**src/rtl/countdown_ctrl.sv**
```systemverilog
// Sequencing controller for a 4-bit down counter: start handshake, paced
// decrements through a prescaler, done/abort pulses and optional auto-reload.
module countdown_ctrl #(
    parameter int CW       = 4,
    parameter int PRESCALE = 4
) (
    input  logic          clk,
    input  logic          rst,
    input  logic          start_valid,
    output logic          start_ready,
    input  logic          repeat_mode,
    input  logic          abort,
    input  logic [CW-1:0] cnt_q,
    output logic          cnt_ld,
    output logic          cnt_en,
    output logic          busy,
    output logic          done,
    output logic          aborted,
    output logic [7:0]    pass_cnt
);

    typedef enum logic [1:0] {IDLE, LOAD, RUN, DONE} state_t;

    state_t     state;
    logic       rep_r;
    logic [7:0] presc;
    logic       live;
    logic       presc_term;

    // live holds start_ready low until the first edge after reset releases
    assign presc_term  = (presc == 8'(PRESCALE - 1));
    assign start_ready = (state == IDLE) & live & ~abort;
    assign cnt_ld      = (state == LOAD) & ~abort;
    assign cnt_en      = (state == RUN) & presc_term & (cnt_q != '0) & ~abort;
    assign busy        = (state != IDLE);
    assign done        = (state == DONE);

    always_ff @(posedge clk or posedge rst) begin
        if (rst) begin
            state    <= IDLE;
            rep_r    <= 1'b0;
            presc    <= '0;
            live     <= 1'b0;
            aborted  <= 1'b0;
            pass_cnt <= '0;
        end else begin
            live    <= 1'b1;
            aborted <= 1'b0;
            case (state)
                IDLE: begin
                    if (start_valid && start_ready) begin
                        rep_r    <= repeat_mode;
                        pass_cnt <= '0;
                        state    <= LOAD;
                    end
                end
                LOAD: begin
                    if (abort) begin
                        aborted <= 1'b1;
                        state   <= IDLE;
                    end else begin
                        presc <= '0;
                        state <= RUN;
                    end
                end
                RUN: begin
                    if (abort) begin
                        aborted <= 1'b1;
                        state   <= IDLE;
                    end else if (presc_term) begin
                        // a zero counter at the terminal tick ends the pass instead of wrapping
                        presc <= '0;
                        if (cnt_q == '0)
                            state <= DONE;
                    end else begin
                        presc <= presc + 8'd1;
                    end
                end
                DONE: begin
                    pass_cnt <= pass_cnt + 8'd1;
                    if (rep_r && !abort)
                        state <= LOAD;
                    else
                        state <= IDLE;
                end
                default: state <= IDLE;
            endcase
        end
    end

endmodule
```
**config.mk**
```make
export PLATFORM = sky130hd
export DESIGN_NAME = countdown_ctrl
export DESIGN_NICKNAME = d
export VERILOG_FILES = /design/src/rtl/countdown_ctrl.sv
export SDC_FILE = /design/constraint.sdc
export NUM_CORES = 1
export LEC_CHECK = 0
export CORE_MARGIN = 10
export CORE_UTILIZATION = 45
export DETAILED_ROUTE_END_ITERATION = 16
export PLACE_DENSITY = 0.71
export SLEW_MARGIN = 15
export SYNTH_ARGS = -nofsm -noshare
export SYNTH_HDL_FRONTEND = slang
export SYNTH_SLANG_ARGS = --single-unit
```
**constraint.sdc**
```tcl
create_clock -name clk -period 2.7 [get_ports clk]
set_input_delay 0.27 -clock clk [delete_from_list [all_inputs] [get_ports clk]]
set_output_delay 0.27 -clock clk [all_outputs]
set_load 0.05 [all_outputs]
```
==> impl_metrics.toml <==
[power_and_ir_drop]
power_density_nw_per_um2 = 738
ir_drop_uv = 732
p_leak_nw = 0.654
clock_power_share = 0.139
p_sw_uw = 472
pwr-share-seq = 0.384
p_int_uw = 612
swShare = 0.435
comb_power_share = 0.477

[clock_network]
hold_buffers = 0
cts_resized = 0
cts_buffers = 3
clock_latency_ns = 0.30
htreeDepth = 1
cts_buffer_depth = 2
cts.sinks = 21
cts_setup_buffers = 0
cts_tree = "done"
cts.clk_slew.worst_paths_ns = 0.11
cts_root_buf = "clkbuf_4"

[drt]
drt_iter0_markers = 48
wl_met2_um = 1210
final_antenna_net_count = 0
maxUsedRoutingLayer = "met4"
vias = 949
wl_met3_um = 129
wirelength_um = 2530
first_pass_iters = 4
vias_per_cell = 5.45
m1WireLength_um = 1170
wire_per_inst_um = 14.5
drc = 0

[final_layout]
diodes = 0
drive_gt1_frac = 0.0903
post-route-util = 0.593
synthToLayoutAreaGrowth_pct = 25.0
nets = 161
final_cell_mix = "dfrtp_1, clkdlybuf4s50_1, nand2_1, nor2_1"

[yosys]
yosysSeqAreaShare = 0.447
ys_warn_count = 0
synth_ff_type = "dfrtp_1"
syn_inst = 118
syn_area_per_cell_um2 = 9.96
synth-seq-cells = 21
synthesis.area_um2 = 1170
async_flop_share = 1.00
netlist_top_cells_area = "dfrtp_1, ha_1, nand2_1"
synth_edf_count = 0
yosys.area.top_type = "dfrtp_1"
syn-num-nets = 134
synth_top_area_share = 0.447
synth.lib_cells_used.distinct = 41

[timing]
period_needed_ns = 2.35
worst_pin_slew_ns = 0.791
period_share = 0.871
slew_headroom = 0.472
fin_setup_tns_ns = 0
setup_viol = 0
finalClockSkew_ns = 0.00231
fmax_mhz = 425
holdWs_ns = 0.407
rsz0062_at_grt = "false"
hold_violations = 0
maxSlewViolCount = 0

[setup_path]
critPathRequiredTime_ns = 2.43
worst_setup_path_end_kind = "primary output"
start_kind = "register"
arrival_ns = 2.08
path_max_fanout = 6
r2r_slack_ns = 0.73
path_class = "register to primary output"

[die]
start_util = 0.474
die_y_um = 71.1
fp.dieW_um = 71.1
die_area_um2 = 5050
ioPinCount = 23
num_rows = 18
core_area_um2 = 2480

[hold_path]
worstHoldPathType = "input port to asynchronous set/reset pin"

[place]
gp_congestion = 0.776
io_buffers = 22
hpwl_um = 1920

[grt]
grt.total_usage = 0.103
grt_overflow = 0
grt_pass1_wl_um = 4420
antenna_found_initial = 0
grt_max_degree = 22
first_global_vias = 987

[run_status]
status = "finished clean"

[job]
drv_cap = 0
kinds of logic (layout without fill, tap and decap cells):
logic type | after synthesis | count (layout) | share of synthesized area
simple gates | 50 | 50 | 0.242
compound gates | 29 | 29 | 0.174
flops | 21 | 21 | 0.447
fa+ha+maj | 7 | 7 | 0.0745
buf+inv | 5 | 31 | 0.0160
xor+xnor | 3 | 3 | 0.0224
mux | 2 | 2 | 0.0213
other cells | 1 | 1 | 0.00319
final cells by class:
class / count / area, um^2
Inverter: 5 / 18.8
Clock buffer: 4 / 26.3
Fill cell: 223 / 1010
Tap cell: 30 / 37.5
Timing Repair Buffer: 22 / 230
Multi-Input combinational cell: 92 / 631
Sequential cell: 21 / 526
synthesized netlist by cell type (all sizes together) (2+ instances only):
cell,instances
a31oi,3
nand3,5
a21oi,7
nand2,11
o31ai,2
ha,7
xor2,3
nand4,2
or4,2
and3,2
nand2b,2
or3,2
or4b,2
dfrtp,21
and2,2
a22o,3
nor2,11
inv,5
nor2b,3
o21ai,8
state kept, by name, summed over array words and instances (netlist names):
name      cells
rep_r         1
aborted       1
pass_cnt      8
state         2
live          1
presc         8
layer usage:
layer  global-route usage  up-vias
li1                     -      481
met1                0.119      453
met2                0.175       13
met3               0.0432        2
met4               0.0194        0
met5                    0        -
metrics by stage:
step,setup slack [ns],cell area [um^2],instances,power (mW)
after floorplan,0.298,1170,118,0.780
after global placement,0.637,1440,170,0.932
after CTS,0.314,1470,174,1.10
final,0.347,1470,174,1.08
after global routing,0.170,1470,174,1.16
after detailed placement,0.589,1440,170,0.944
worst max-delay path: stages (launching register included):
cell             delay, ns
dfrtp_1               0.42
inv_1                 0.13
ha_1                  0.26
nand2_1               0.07
nor2_1                0.08
clkdlybuf4s50_1       0.81
power groups by stage:
stage                     Clock (mW)  Combinational (mW)  Sequential (mW)
after floorplan                    0               0.275            0.505
after global placement             0               0.512            0.421
after detailed placement           0               0.522            0.421
after CTS                      0.158               0.525            0.416
after global routing           0.169               0.566            0.427
final                          0.151               0.517            0.416
final timing paths:
| kind | to | startpoint | cells after the start |
|---|---|---|---|
| setup / recovery | start_ready | state[0]$_DFFE_PP0P_ | 5 |
| hold / removal | presc[5]$_DFFE_PP0P_ | rst | 2 |
| setup reg to reg | pass_cnt[7]$_DFFE_PP0P_ | state[0]$_DFFE_PP0P_ | 6 |
| hold reg to reg | rep_r$_DFFE_PP0P_ | rep_r$_DFFE_PP0P_ | 2 |
| max in group asynchronous | pass_cnt[4]$_DFFE_PP0P_ | rst | 2 |
| min in group clk | rep_r$_DFFE_PP0P_ | rep_r$_DFFE_PP0P_ | 2 |
Note: power is estimated with default switching activity, not from simulation.
